--- src/rtl/alu_arb_pkg.sv ---
// Shared funct3/funct7 encodings and op-legality helper for the ALU arbiter slice.
package alu_arb_pkg;

    typedef enum logic [2:0] {
        ADD  = 3'd0,
        SLL  = 3'd1,
        SLT  = 3'd2,
        SLTU = 3'd3,
        XOR  = 3'd4,
        SRL  = 3'd5,
        OR   = 3'd6,
        AND  = 3'd7
    } funct3_e;

    localparam logic [6:0] F7_BASE = 7'h00;
    localparam logic [6:0] F7_ALT  = 7'h20;

    // Only ADD/SRL have an alternate (SUB/SRA) encoding.
    function automatic logic op_legal(logic [2:0] op, logic [6:0] f7);
        return (f7 == F7_BASE) || ((f7 == F7_ALT) && (op == ADD || op == SRL));
    endfunction

endpackage

--- src/rtl/arithmetic.sv ---
// Combinational RV32 integer ALU; result_valid flags a legal funct3/funct7 pair.
module arithmetic
    import alu_arb_pkg::*;
(
    input  logic        valid,
    input  logic [31:0] lhs,
    input  logic [31:0] rhs,
    input  logic [2:0]  operation,
    input  logic [6:0]  metadata,
    output logic [31:0] result,
    output logic        result_valid
);

    logic       alt;
    logic [4:0] shamt;

    assign alt   = (metadata == F7_ALT);
    assign shamt = rhs[4:0];

    always_comb begin
        result = '0;
        unique case (operation)
            ADD:     result = alt ? lhs - rhs : lhs + rhs;
            SLL:     result = lhs << shamt;
            SLT:     result = {31'b0, $signed(lhs) < $signed(rhs)};
            SLTU:    result = {31'b0, lhs < rhs};
            XOR:     result = lhs ^ rhs;
            SRL:     result = alt ? $unsigned($signed(lhs) >>> shamt) : lhs >> shamt;
            OR:      result = lhs | rhs;
            AND:     result = lhs & rhs;
            default: result = '0;
        endcase
    end

    assign result_valid = valid & op_legal(operation, metadata);

endmodule

--- src/rtl/rr_arbiter.sv ---
// Round-robin arbiter: first valid request at or after ptr wins, one-hot grant plus index.
module rr_arbiter #(
    parameter int unsigned NUM_REQ = 2,
    parameter int unsigned ID_W    = 1
) (
    input  logic [NUM_REQ-1:0] req,
    input  logic [ID_W-1:0]    ptr,
    input  logic               en,
    output logic [NUM_REQ-1:0] grant,
    output logic [ID_W-1:0]    idx,
    output logic               valid
);

    int unsigned sel;

    always_comb begin
        grant = '0;
        idx   = '0;
        valid = 1'b0;
        sel   = 0;
        for (int unsigned k = 0; k < NUM_REQ; k++) begin
            sel = (32'(ptr) + k) % NUM_REQ;
            if (en && !valid && req[sel]) begin
                valid      = 1'b1;
                idx        = ID_W'(sel);
                grant[sel] = 1'b1;
            end
        end
    end

endmodule

--- src/rtl/alu_arbiter.sv ---
// Shares one ALU between NUM_REQ requesters with a single registered result slot.
// Define ALU_ARB_ERR_EN to report illegal ops through resp_err instead of dropping them.
module alu_arbiter
    import alu_arb_pkg::*;
#(
    parameter  int unsigned NUM_REQ = 2,
    localparam int unsigned ID_W    = $clog2(NUM_REQ)
) (
    input  logic                     clk,
    input  logic                     rst,
    input  logic [NUM_REQ-1:0]       req_valid,
    output logic [NUM_REQ-1:0]       req_ready,
    input  logic [NUM_REQ-1:0][31:0] req_lhs,
    input  logic [NUM_REQ-1:0][31:0] req_rhs,
    input  logic [NUM_REQ-1:0][2:0]  req_operation,
    input  logic [NUM_REQ-1:0][6:0]  req_metadata,
    output logic                     resp_valid,
    input  logic                     resp_ready,
    output logic [31:0]              resp_result,
    output logic [ID_W-1:0]          resp_id
`ifdef ALU_ARB_ERR_EN
    ,
    output logic                     resp_err
`endif
);

    typedef enum logic {StEmpty, StFull} slot_e;

    slot_e             state_q;
    logic [ID_W-1:0]   ptr_q;
    logic [NUM_REQ-1:0] grant;
    logic [ID_W-1:0]   gnt_idx;
    logic              issue;
    logic              can_issue;
    logic              slot_write;

    logic [31:0] alu_lhs, alu_rhs, alu_result;
    logic [2:0]  alu_op;
    logic [6:0]  alu_f7;
    logic        alu_ok;

    assign can_issue = (state_q == StEmpty) || resp_ready;

    rr_arbiter #(
        .NUM_REQ (NUM_REQ),
        .ID_W    (ID_W)
    ) u_rr (
        .req   (req_valid),
        .ptr   (ptr_q),
        .en    (can_issue & ~rst),
        .grant (grant),
        .idx   (gnt_idx),
        .valid (issue)
    );

    assign req_ready = grant;

    // ALU inputs are held at zero outside the granted cycle.
    always_comb begin
        alu_lhs = '0;
        alu_rhs = '0;
        alu_op  = '0;
        alu_f7  = '0;
        if (issue) begin
            alu_lhs = req_lhs[gnt_idx];
            alu_rhs = req_rhs[gnt_idx];
            alu_op  = req_operation[gnt_idx];
            alu_f7  = req_metadata[gnt_idx];
        end
    end

    arithmetic u_alu (
        .valid        (issue),
        .lhs          (alu_lhs),
        .rhs          (alu_rhs),
        .operation    (alu_op),
        .metadata     (alu_f7),
        .result       (alu_result),
        .result_valid (alu_ok)
    );

`ifdef ALU_ARB_ERR_EN
    assign slot_write = issue;
`else
    assign slot_write = issue & alu_ok;
`endif

    always_ff @(posedge clk) begin
        if (rst) begin
            state_q     <= StEmpty;
            ptr_q       <= '0;
            resp_result <= '0;
            resp_id     <= '0;
`ifdef ALU_ARB_ERR_EN
            resp_err    <= 1'b0;
`endif
        end else begin
            if (issue) begin
                ptr_q <= (gnt_idx == ID_W'(NUM_REQ - 1)) ? '0 : gnt_idx + 1'b1;
            end
            if (slot_write) begin
                state_q     <= StFull;
                resp_result <= alu_ok ? alu_result : '0;
                resp_id     <= gnt_idx;
`ifdef ALU_ARB_ERR_EN
                resp_err    <= ~alu_ok;
`endif
            end else if (state_q == StFull && resp_ready) begin
                state_q <= StEmpty;
            end
        end
    end

    assign resp_valid = (state_q == StFull);

endmodule

--- config.mk ---
export PLATFORM = sky130hd
export DESIGN_NAME = alu_arbiter
export DESIGN_NICKNAME = d
export VERILOG_FILES = /design/src/rtl/alu_arb_pkg.sv /design/src/rtl/arithmetic.sv /design/src/rtl/rr_arbiter.sv /design/src/rtl/alu_arbiter.sv
export SDC_FILE = /design/constraint.sdc
export NUM_CORES = 1
export LEC_CHECK = 0
export BUFFER_PORTS_ARGS = -buffer_cell sky130_fd_sc_hd__buf_4
export CORE_ASPECT_RATIO = 1.75
export CORE_MARGIN = 5
export CORE_UTILIZATION = 30
export DETAILED_ROUTE_END_ITERATION = 8
export HOLD_SLACK_MARGIN = 0.03
export PLACE_DENSITY = 0.46
export SLEW_MARGIN = 0
export SYNTH_ARGS = -nofsm -noshare
export SYNTH_HDL_FRONTEND = slang
export SYNTH_SLANG_ARGS = --single-unit
--- constraint.sdc ---
create_clock -name clk -period 9.45 [get_ports clk]
set_input_delay 0.945 -clock clk [delete_from_list [all_inputs] [get_ports clk]]
set_output_delay 0.945 -clock clk [all_outputs]
set_load 0.01 [all_outputs]
Word level (Yosys, flattened, before mapping). Index checks and enable logic that the tools add are counted.

Add/subtract/negate cells: 4. $lt $le $gt $ge: 7. Equal/unequal tests: 8. Shift-type cells: 3. Multiplexer cells: 33. Bitwise logic cells: 9. Reductions and logical operators: 14.

Operators by type and width (count): 32-bit two-way mux (9); 32-bit case mux with 8 select lines (1); 32-bit less-than comparator (2); 32-bit adder (1); 32-bit AND (1); 32-bit bitwise OR (1); 32-bit by 5-bit left shift with 32-bit output (1); 32-bit by 5-bit >> shifter with 32-bit output (1); 32-bit by 5-bit >>> shifter with 32-bit output (1); 32-bit subtractor (1); 32-bit XOR (1); 7-bit two-way mux (3); 1-bit two-way mux (13); 3-bit equality test, second input constant (4); 3-bit two-way mux (3); 7-bit by 6-bit equality test with 1-bit output, second input constant (1); 1-bit logical AND (7); 7-bit zero test (1); 3-bit by 2-bit equality test with 1-bit output, second input constant (2); 1-bit by 2-bit less-than comparator with 1-bit output, second input constant (3); 2-bit two-way mux (2); 1-bit AND (3); 3-bit by 1-bit equality test with 1-bit output, second input constant (1); 3-bit zero test (1); 8 further kinds (14).

Register bits after elaboration: 35. Bits of input ports: 153. Output and inout port bits: 36. Word-level logic and storage cells: 82.

Depth between registers and ports, before layout. Gate-level depths: netlist (run 1).

Depth in word-level cells: 19. Depth in mapped cells: 21. Gate-level depth less buffers: 17.

Cells and area by module. A second synthesis (run 1) with hierarchy kept.

Cell total of the unflattened synthesis: 1625. Area, all modules: 11669.9 µm².

By module, submodules not included: arithmetic (instances 1, cells each 1294, area each 8778.4 µm², sequential area each 0.0 µm²); alu_arbiter (instances 1, cells each 324, area each 2857.7 µm², sequential area each 700.7 µm²); rr_arbiter (instances 1, cells each 7, area each 33.8 µm², sequential area each 0.0 µm²).

Worst setup path after synthesis (run 1). Ideal clock, no wire load.

Path type: input to register. Start: input resp_ready. End: register resp_result[20]. Setup time: 115 ps. Arrival time: 5076 ps. Required time: 9335 ps. Setup slack: 4258 ps. Stages: 20. Path buffers: 6. Cell sequence: nor2b_1 or3_1 buf_2 buf_2 clkbuf_1 clkbuf_1 buf_1 nor2_1 ha_1 buf_4 nor3_1 nand2_1 o32ai_1 a31oi_1 a311oi_1 o22ai_1 o311ai_0 a21oi_1 or4b_1 and3_1.

Longest elaborated chain between the ends: 17. Elaborated cells on any way between the ends: 49. Those cells by class: add/sub (2); eq/ne (8); shift (3); mux (20); bitwise (6); reduce/logical (10).

Ends and longest elaborated chain: from (decl) (RTL line alu_arbiter.sv:18) `input logic resp_ready,`; 1-bit logical OR (*) (RTL line alu_arbiter.sv:42) `assign can_issue = (state_q == StEmpty) || resp_ready;`; 1-bit AND (*) (RTL line alu_arbiter.sv:50) `.en (can_issue & ~rst),`; branches (longest 15 deep; another with 32-bit adder); to (signal assigned) (RTL line alu_arbiter.sv:103) `resp_result <= alu_ok ? alu_result : '0;`; to (decl) (RTL line alu_arbiter.sv:19) `output logic [31:0] resp_result,`.

Mark *: on every way between the ends. The select of a mux whose other input is x is not followed. A chain may end at the register's enable or synchronous reset.

Final worst setup path (run 1).
Start: input req_valid[1]. End: register resp_result[1].

Longest elaborated chain between the ends: 17. Elaborated cells on any way between the ends: 51. Those cells by class: add/sub (2); eq/ne (8); shift (3); mux (24); bitwise (5); reduce/logical (9).

Ends and longest elaborated chain: from (decl) (RTL line alu_arbiter.sv:11) `input logic [NUM_REQ-1:0] req_valid,`; branches (longest 17 deep; another with 32-bit adder).

Several ways; the timed one is not identified. The select of a mux whose other input is x is not followed.

==> flow_metrics.py, run 1 <==
metrics = {
    "worst_setup_path": {
        "crit_slowest_cell": "a2111oi_0",
        "cpPeakStageDelay_ns": 1.28,
        "cp_data_arrival_time_ns": 6.45,
        "crit_family": "simple AND/OR/NAND/NOR gates",
        "crit_fanout": 55,
        "worstPathRequired_ns": 9.52,
        "end_kind": "flip-flop",
        "path_common_cell": "buf_4",
        "startpoint_type": "input pin",
        "crit_type": "input pin to flip-flop",
        "worstPathBufferInverterCount": 3,
        "worstPathCellList": "buf_4 -> nor2_1 -> or3_2 -> buf_4 -> a21oi_4 -> buf_4 -> nor2_1 -> nand2_1 -> a21oi_1 -> a2111oi_0",
    },
    "sta": {
        "fin_setup_tns_ns": 0,
        "period_minus_slack_ns": 6.38,
        "slew_headroom": 0.0212,
        "worst_pin_slew_ns": 1.43,
        "hold_viol": 0,
        "finClkSkew_ns": 0.00736,
        "fmax_ghz": 0.157,
        "finalCritPeriodShare": 0.676,
        "rsz0062_at_grt": "no",
        "finalSetupViolCount": 0,
        "drv_slew": 0,
    },
    "die": {
        "die_w_um": 161,
        "initial_utilization": 0.303,
        "die-area_um2": 43900,
        "io_pins": 189,
        "coreArea_um2": 39300,
        "rows": 96,
        "die_h_um": 273,
    },
    "synthesis": {
        "ys_warn_count": 0,
        "synth.yosys.seq_area_share": 0.0589,
        "synthTopCellsByArea": "ha_1, mux2i_1, a21oi_1",
        "synth.distinct_cells": 95,
        "synth_top_area_share": 0.102,
        "yosysTopAreaCell": "ha_1",
        "synth_nets": 2038,
        "postSynth.asyncResetShare": 0,
        "ys_top_cells_by_count": "nand2_1, a21oi_1, nor2_1",
        "avgSynthCellArea_um2": 6.66,
        "ys_ff_latch": 35,
        "ys.flop_type": "dfxtp_1",
        "synth_edf_count": 0,
        "syn_area_um2": 11900,
        "syn_inst": 1786,
        "yosysMostFrequentCell": "nand2_1",
    },
    "global_route": {
        "met2_usage": 0.485,
        "antenna_found_initial": 0,
        "top_usage_layer": "met2",
        "overflow": 0,
        "grt_max_degree": 77,
        "grt_pass1_vias": 14100,
        "gr-usage-all-layers": 0.270,
        "met1_usage": 0.310,
        "met3_usage": 0.0234,
        "grt_pass1_wl_um": 91700,
    },
    "finish": {
        "final_cells": 2348,
        "fill_cells": 4353,
        "fin_nets": 2109,
        "drive_above_1_share": 0.158,
        "final_util": 0.347,
        "antennaDiodeCount": 0,
        "final_cell_area_um2": 13600,
        "synthToLayoutAreaGrowth_pct": 14.6,
    },
    "route": {
        "via_per_inst": 6.14,
        "ant_nets": 0,
        "first_iter_violations": 1031,
        "drt_first_pass_iters": 7,
        "wl_per_cell_um": 26.7,
        "wirelength_um": 62600,
        "remaining_drc_errors": 0,
        "vias": 14400,
    },
    "clock_network": {
        "post_cts_resized": 0,
        "cts.sinks": 35,
        "cts_setup_buffers": 0,
        "insertion_delay_ns": 0.30,
        "cts_root_buffer": "clkbuf_16",
        "cts_hold_buf": 0,
        "htreeDepth": 2,
        "clk_pin_slew_ns": 0.06,
        "clockBufferDepth": 2,
        "cts_tree": "done",
        "cts_inserted_buffers": 5,
    },
    "placed_design": {
        "port-buffer-count": 188,
        "gp_congestion": 1.01,
        "dp_cells": 2340,
        "dp_hpwl_um": 49200,
        "place_area_um2": 13500,
    },
    "power_and_ir_drop": {
        "powerDensity_nw_per_um2": 81.5,
        "p_leak_uw": 0.00589,
        "vdd_drop_max_mv": 0.0657,
    },
    "flow_run": {
        "maxCapViolCount": 1,
    },
    "worst_hold_path": {
        "hold_path.class": "flip-flop to flip-flop",
    },
    "run_status": {
        "violations": "capacitance limit",
        "outcome": "finished, violations left",
    },
}
-- metal layers --
metal | part of all wire | vias up | wire, µm
li1 | - | 6708 | -
met1 | 0.38 | 6942 | 24000
met2 | 0.50 | 598 | 31200
met3 | 0.051 | 169 | 3180
met4 | 0.068 | 0 | 4280
met5 | 0 | - | 0
-- cells in the final DEF, fill, tap and decap left out, types with 22 or more instances in the layout --
cell type | synthesis | final
mux2i_1 | 117 | 117
a21oi_1 | 182 | 181
nor3_1 | 25 | 25
a31oi_1 | 22 | 22
mux2_2 | 22 | 22
inv_1 | 90 | 90
buf_4 | 7 | 217
ha_1 | 97 | 97
nor2_1 | 143 | 140
xnor2_1 | 23 | 23
nand2_1 | 185 | 183
o311ai_0 | 25 | 25
dfxtp_1 | 35 | 35
nor2b_1 | 35 | 35
a221oi_1 | 22 | 22
nand2b_1 | 60 | 60
o21ai_0 | 140 | 139
a211oi_1 | 44 | 44
nand3_1 | 44 | 44
-- where the power goes --
part           switching, µW  internal (µW)  leakage (µW)
Sequential              1.07            149      0.000282
Clock                   84.7           98.3     0.0000679
Combinational            511            268       0.00554
Total                    597            515       0.00589
-- per-stage QoR --
| step | worst slack (ns) | hold slack (ns) | total power [µW] |
|---|---|---|---|
| 6_report | 3.07 | 0.466 | 1110 |
| 5_1_grt | 3.04 | 0.473 | 1170 |
| 4_1_cts | 3.29 | 0.468 | 1110 |
| 3_5_place_dp | 2.99 | 0.455 | 917 |
| 3_3_place_gp | 2.98 | 0.443 | 920 |
| 2_1_floorplan | 4.26 | 0.471 | 635 |
-- sequential cells by signal, summed over array words and instances, names as in the netlist --
register     cells
resp_result     32
ptr_q            1
resp_id          1
resp_valid       1
-- cell families (layout without fill, tap and decap cells) --
kind of cell	after synthesis	count (layout)	synth area share
flip-flops	35	35	0.0589
AO/OA/AOI/OAI	651	651	0.365
XOR/XNOR	27	27	0.0199
AND/OR/NAND/NOR	582	582	0.233
adder cells (fa/ha/maj)	99	99	0.105
multiplexers	143	143	0.127
buffers and inverters	249	321	0.0910
-- tightest hold or removal path, delay by kind of cell (launching register included) --
kind            cells  cell delay [ns]
flops               1             0.33
compound gates      1             0.05
simple gates        1             0.05
-- cell type report --
cell class	count	area (µm²)	share of cell area
inverters	95	357	0.0261
repair buffers	218	1650	0.121
flip-flops and latches	35	701	0.0514
multi-input cells	1502	10200	0.747
well taps	490	613	0.0449
clock buffers	7	133	0.00972
clock inverters	1	5.00	0.000367
-- worst paths after layout --
check / startpoint / to / slack [ns] / cells past startpoint
worst max-delay path: req_valid[1] / resp_result[1] / 3.07 / 10
worst min-delay path: resp_result[7] / resp_result[7] / 0.47 / 2
worst max register to register: ptr_q / resp_result[31] / 3.64 / 17
worst min register to register: resp_result[7] / resp_result[7] / 0.47 / 2
Note: power is estimated with default switching activity, not from simulation.
==> run 2: changes to the inputs <==
==> constraint.sdc (replaced) <==
create_clock -name clk -period 6.3 [get_ports clk]
set_input_delay 0.63 -clock clk [delete_from_list [all_inputs] [get_ports clk]]
set_output_delay 0.63 -clock clk [all_outputs]
set_load 0.01 [all_outputs]
==> run 2 against run 1 <==
The flow now finishes without violations; clock power is 70% higher; critical path type unchanged; via count is 0.33% higher; highest routed layer unchanged; global-route usage up 1.2 points; critical path depth rose by 7.
==> flow_metrics.py, run 2 (same netlist as run 1, synthesis figures left out) <==
metrics = {
    "clock_network": {
        "cts_inserted_buffers": 5,
        "clockBufferDepth": 2,
        "insertion_delay_ns": 0.31,
        "cts_hold_buf": 0,
        "clk_pin_slew_ns": 0.08,
        "cts_setup_buffers": 0,
        "cts.sinks": 35,
        "cts_root_buffer": "clkbuf_16",
        "htreeDepth": 2,
        "cts_tree": "done",
        "post_cts_resized": 0,
    },
    "finish": {
        "synthToLayoutAreaGrowth_pct": 16.2,
        "layout_commonest_cell": "buf_4",
        "largest_reg_flops": 32,
        "antennaDiodeCount": 0,
        "layout_common_cells": "buf_4, nand2_1, a21oi_1, nor2_1, o21ai_0",
        "largest-register": "resp_result",
        "drive_above_1_share": 0.169,
        "fin_nets": 2132,
        "fill_cells": 4362,
    },
    "worst_setup_path": {
        "cpPeakStageDelay_ns": 0.59,
        "crit_type": "input pin to flip-flop",
        "startpoint_type": "input pin",
        "cp_data_arrival_time_ns": 5.51,
        "end_kind": "flip-flop",
        "worstPathCellList": "buf_4 -> nor2_1 -> or3_2 -> buf_4 -> a21oi_1 -> buf_4 -> ha_1 -> nor3_1 -> nand4_1 -> a21oi_1 -> a41oi_1 -> a31oi_1 -> o221ai_1 -> o31a_1 -> or3_1 -> a21oi_1 -> o21ai_1",
        "crit_slowest_cell": "or3_2",
        "worstPathRequired_ns": 6.50,
        "crit_fanout": 30,
    },
    "global_route": {
        "grt_max_degree": 67,
        "grt_pass1_wl_um": 94900,
        "grt_pass1_vias": 14400,
        "antenna_found_initial": 0,
        "gr-usage-all-layers": 0.283,
        "overflow": 0,
    },
    "die": {
        "coreArea_um2": 39300,
        "die_h_um": 273,
        "die-area_um2": 43900,
        "initial_utilization": 0.303,
        "rows": 96,
        "io_pins": 189,
        "die_w_um": 161,
    },
    "power_and_ir_drop": {
        "p_leak_uw": 0.00601,
        "vdd_drop_max_mv": 0.0864,
        "powerDensity_nw_per_um2": 126,
    },
    "sta": {
        "fin_setup_tns_ns": 0,
        "finClkSkew_ns": 0.00678,
        "layout_setup_ws_ns": 0.991,
        "worst_pin_slew_ns": 1.23,
        "finalCritPeriodShare": 0.843,
        "fmax_ghz": 0.188,
        "finalSetupViolCount": 0,
        "rsz0062_at_grt": "no",
        "period_minus_slack_ns": 5.31,
        "drv_slew": 0,
        "hold_viol": 0,
        "slew_headroom": 0.177,
    },
    "route": {
        "vias": 14500,
        "via_per_inst": 6.10,
        "remaining_drc_errors": 0,
        "wirelength_um": 65100,
        "drt_first_pass_iters": 7,
        "wl_per_cell_um": 27.4,
        "ant_nets": 0,
        "first_iter_violations": 1142,
    },
    "placed_design": {
        "gp_congestion": 0.973,
        "port-buffer-count": 188,
        "place_worst_setup_slack_ns": 0.703,
        "dp_hpwl_um": 52300,
    },
    "worst_hold_path": {
        "hold_path.class": "flip-flop to flip-flop",
    },
    "flow_run": {
        "maxCapViolCount": 0,
    },
    "run_status": {
        "outcome": "complete, no violations",
    },
}
## run 2: cell count changes in the layout (fill, tap and decap cells not counted)
cell        delta
nor2_4         -1
clkinv_2       -1
nor2_1         +1
buf_4         +23
clkinvlp_4     +1
clkbuf_1       -2
clkbuf_8       +2
## run 2: worst paths after layout
path	startpoint	to	slack, ns	depth (start not counted)
min	resp_result[7]	resp_result[7]	0.47	2
max	req_valid[1]	resp_result[31]	0.99	17
min reg2reg	resp_result[7]	resp_result[7]	0.47	2
max reg2reg	ptr_q	resp_result[20]	1.13	17
## run 2: cell type report
class                           instances  area, µm²  area share
Multi-Input combinational cell       1502      10200       0.736
Timing Repair Buffer                  241       1820       0.132
Sequential cell                        35        701      0.0507
Tap cell                              490        613      0.0443
Inverter                               95        357      0.0258
Clock buffer                            7        153      0.0110
Clock inverter                          1       7.51    0.000543
## run 2: power breakdown
group	switching, µW	leakage [µW]	internal [µW]
Clock	141	0.0000761	170
Combinational	786	0.00565	414
Sequential	1.75	0.000282	223
## run 2: metal layers
| metal | track usage | vias up | share of wire | wire [µm] |
|---|---|---|---|---|
| met4 | 0.140 | 0 | 0.057 | 3680 |
| met3 | 0.0172 | 146 | 0.042 | 2720 |
| met1 | 0.328 | 6942 | 0.39 | 25300 |
| met2 | 0.521 | 617 | 0.51 | 33300 |
| li1 | - | 6760 | - | - |
| met5 | 0 | - | 0 | 0 |
## run 2: critical path, delay by kind of cell
| family | cells | cell delay (ns) |
|---|---|---|
| AND/OR/NAND/NOR | 5 | 1.74 |
| AO/OA/AOI/OAI | 8 | 1.97 |
| adder cells (fa/ha/maj) | 1 | 0.33 |
| buffers and inverters | 3 | 0.79 |
## run 2: metrics by stage
step | instances | utilization | instance area (µm²) | total power (µW) | hold WS, ns
3_5_place_dp | 2363 | 0.348 | 13700 | 1400 | 0.457
5_1_grt | 2371 | 0.352 | 13800 | 1820 | 0.489
2_1_floorplan | 1786 | - | 11900 | 952 | 0.471
6_report | 2371 | 0.352 | 13800 | 1740 | 0.465
4_1_cts | 2371 | 0.352 | 13800 | 1720 | 0.475
3_3_place_gp | 2363 | 0.348 | 13700 | 1410 | 0.442
==> run 3: changes to the inputs <==
--- a/config.mk
+++ b/config.mk
@@ -5,6 +5,7 @@
 export SDC_FILE = /design/constraint.sdc
 export NUM_CORES = 1
 export LEC_CHECK = 0
+export ABC_AREA = 1
 export BUFFER_PORTS_ARGS = -buffer_cell sky130_fd_sc_hd__buf_4
 export CORE_ASPECT_RATIO = 1.75
 export CORE_MARGIN = 5
==> constraint.sdc (replaced) <==
create_clock -name clk -period 5.1 [get_ports clk]
set_input_delay 0.51 -clock clk [delete_from_list [all_inputs] [get_ports clk]]
set_output_delay 0.51 -clock clk [all_outputs]
set_load 0.01 [all_outputs]
==> run 3 against run 2 <==
Synthesized cell count rose by 34%; sequential share of layout area fell by 0.28 points; total power rose by 71%; die area rose by 0.46%; cell count is 30% higher; critical path depth grew 6; combinational power increased by 88%; critical endpoint is now resp_result[28]; highest routed layer unchanged.
==> flow_metrics.py, run 3 <==
metrics = {
    "run_status": {
        "outcome": "complete, no violations",
    },
    "finish": {
        "layout_commonest_cell": "nand2_1",
        "drive_above_1_share": 0.143,
        "seqCellArea_um2": 701,
        "layout_common_cells": "nand2_1, nand3_1, buf_4, inv_1, nor2_1",
        "fin_nets": 2854,
        "final_cells": 3092,
        "largest_reg_flops": 32,
        "fill_cells": 4548,
        "synthToLayoutAreaGrowth_pct": 22.5,
        "largest-register": "resp_result",
        "antennaDiodeCount": 0,
        "multi_input_area_um2": 9520,
    },
    "die": {
        "die_h_um": 274,
        "coreArea_um2": 39300,
        "initial_utilization": 0.304,
        "die_w_um": 161,
        "die-area_um2": 44100,
        "rows": 96,
        "io_pins": 189,
    },
    "sta": {
        "period_minus_slack_ns": 4.76,
        "finalCritPeriodShare": 0.933,
        "finalSetupViolCount": 0,
        "fmax_ghz": 0.210,
        "slew_headroom": 0.397,
        "drv_slew": 0,
        "worst_pin_slew_ns": 0.900,
        "fin_setup_tns_ns": 0,
        "hold_viol": 0,
        "rsz0062_at_grt": "no",
        "finClkSkew_ns": 0.0170,
    },
    "synthesis": {
        "synth.distinct_cells": 47,
        "ys_top_cells_by_count": "nand2_1, nand3_1, inv_1",
        "synth_edf_count": 0,
        "ys_ff_latch": 35,
        "yosysMostFrequentCell": "nand2_1",
        "synth_nets": 2651,
        "synth_top_area_share": 0.253,
        "synth.yosys.seq_area_share": 0.0586,
        "avgSynthCellArea_um2": 4.98,
        "syn_area_um2": 12000,
        "syn_inst": 2399,
        "yosysTopAreaCell": "nand2_1",
        "synthTopCellsByArea": "nand2_1, nand3_1, ha_1",
        "ys_warn_count": 0,
        "postSynth.asyncResetShare": 0,
        "ys.flop_type": "dfxtp_1",
    },
    "worst_setup_path": {
        "end_kind": "flip-flop",
        "worstPathRequired_ns": 5.29,
        "cp_data_arrival_time_ns": 4.95,
        "crit_type": "flip-flop to flip-flop",
        "startpoint_type": "flip-flop",
        "crit_fanout": 16,
    },
    "clock_network": {
        "cts.sinks": 35,
        "insertion_delay_ns": 0.31,
        "clockBufferDepth": 2,
        "htreeDepth": 2,
        "cts_inserted_buffers": 5,
        "cts_hold_buf": 0,
        "cts_tree": "done",
        "post_cts_resized": 0,
        "clk_pin_slew_ns": 0.08,
        "cts_setup_buffers": 0,
        "cts_root_buffer": "clkbuf_16",
    },
    "route": {
        "wirelength_um": 78500,
        "vias": 17300,
        "remaining_drc_errors": 0,
        "wl_met3_um": 3970,
        "wl_met2_um": 39100,
        "met1_length_um": 26400,
        "top_layer_used": "met4",
        "first_iter_violations": 1435,
        "wl_per_cell_um": 25.4,
        "drt_first_pass_iters": 6,
        "ant_nets": 0,
        "via_per_inst": 5.59,
    },
    "global_route": {
        "grt_pass1_vias": 16500,
        "gr-usage-all-layers": 0.337,
        "antenna_found_initial": 0,
        "grt_max_degree": 71,
        "grt_pass1_wl_um": 110000,
        "overflow": 0,
    },
    "worst_hold_path": {
        "hold_path.class": "input pin to flip-flop",
    },
    "placed_design": {
        "dp_hpwl_um": 66900,
        "dp_cells": 3085,
        "port-buffer-count": 188,
        "gp_congestion": 1.09,
    },
    "power_and_ir_drop": {
        "switching_share": 0.581,
        "powerDensity_nw_per_um2": 203,
        "p_int_uw": 1240,
        "p_comb_frac": 0.757,
        "p_switching_uw": 1730,
        "p_leak_uw": 0.00811,
        "clkPwrFrac": 0.127,
        "seqPwrFrac": 0.115,
        "vdd_drop_max_mv": 0.138,
    },
    "flow_run": {
        "maxCapViolCount": 0,
    },
}
run 3: cell count changes after synthesis, moves of 24 or more:
| cell | before | now |
|---|---|---|
| nor2_1 | 143 | 211 |
| a211oi_1 | 44 | 8 |
| o311ai_0 | 25 | 1 |
| inv_1 | 90 | 300 |
| nand2_1 | 185 | 806 |
| nor2b_1 | 35 | 0 |
| mux2i_1 | 117 | 0 |
| nand3_1 | 44 | 348 |
| nand2b_1 | 60 | 0 |
| a21oi_1 | 182 | 132 |
run 3: power groups by stage:
stage               registers (µW)  clock network [µW]  logic (µW)
floorplan                      353                   0        1200
global placement               348                   0        2210
detailed placement             348                   0        2200
CTS                            343                 382        2210
global route                   345                 384        2400
finish                         342                 379        2250
run 3: worst paths after layout:
check | from | to | slack (ns) | cells past startpoint
max reg2reg | ptr_q | resp_result[28] | 0.34 | 23
min | rst | ptr_q | 0.44 | 2
max | ptr_q | resp_result[28] | 0.34 | 23
min reg2reg | resp_result[12] | resp_result[12] | 0.45 | 2
run 3: logic make-up after synthesis:
group	share of synthesized area
buffers and inverters	0.148
adders and majority gates	0.105
AOI/OAI and AO/OA	0.175
DFF	0.0586
and+or+nand+nor	0.512
xor gates and xnor gates	0.00147
run 3: area by class of cell:
cell class | instances | area share
clock buffer | 5 | 0.00854
multi-input combinational | 1929 | 0.650
sequential | 35 | 0.0478
tap | 490 | 0.0419
inverter | 310 | 0.0795
timing repair buffer | 321 | 0.170
clock inverter | 2 | 0.00256
run 3: stage by stage:
stage | hold slack, ns | cell area, µm² | power [µW] | utilization | worst slack [ns]
2_1_floorplan | 0.475 | 12000 | 1550 | - | 1.17
3_3_place_gp | 0.441 | 14500 | 2550 | 0.369 | 0.212
3_5_place_dp | 0.442 | 14500 | 2550 | 0.369 | 0.245
4_1_cts | 0.437 | 14600 | 2930 | 0.373 | 0.478
5_1_grt | 0.464 | 14600 | 3130 | 0.373 | 0.168
6_report | 0.444 | 14600 | 2970 | 0.373 | 0.340
run 3: routing by layer:
layer  vias up  GRT usage
li1       8166          -
met1      7985      0.342
met2       819      0.595
met3       307     0.0381
met4         0      0.315
met5         -          0
run 3: worst max-delay path: stages, from the launching register on:
cell and delay, ns:
dfxtp_1 0.32, inv_1 0.07, nand2_1 0.08, nand2_2 0.14, nor2_4 0.33, buf_12 0.20
nor2_1 0.05, nor3_1 0.48, inv_1 0.14, ha_1 0.55, inv_1 0.10, a21oi_1 0.52
inv_1 0.09, a21oi_1 0.30, nand2_1 0.12, a21oi_1 0.36, nand3b_1 0.20, nand4_1 0.09
nand2_1 0.09, nand2_1 0.05, nand2_1 0.13, nand2_1 0.08, nand3_1 0.09, nand2_1 0.05
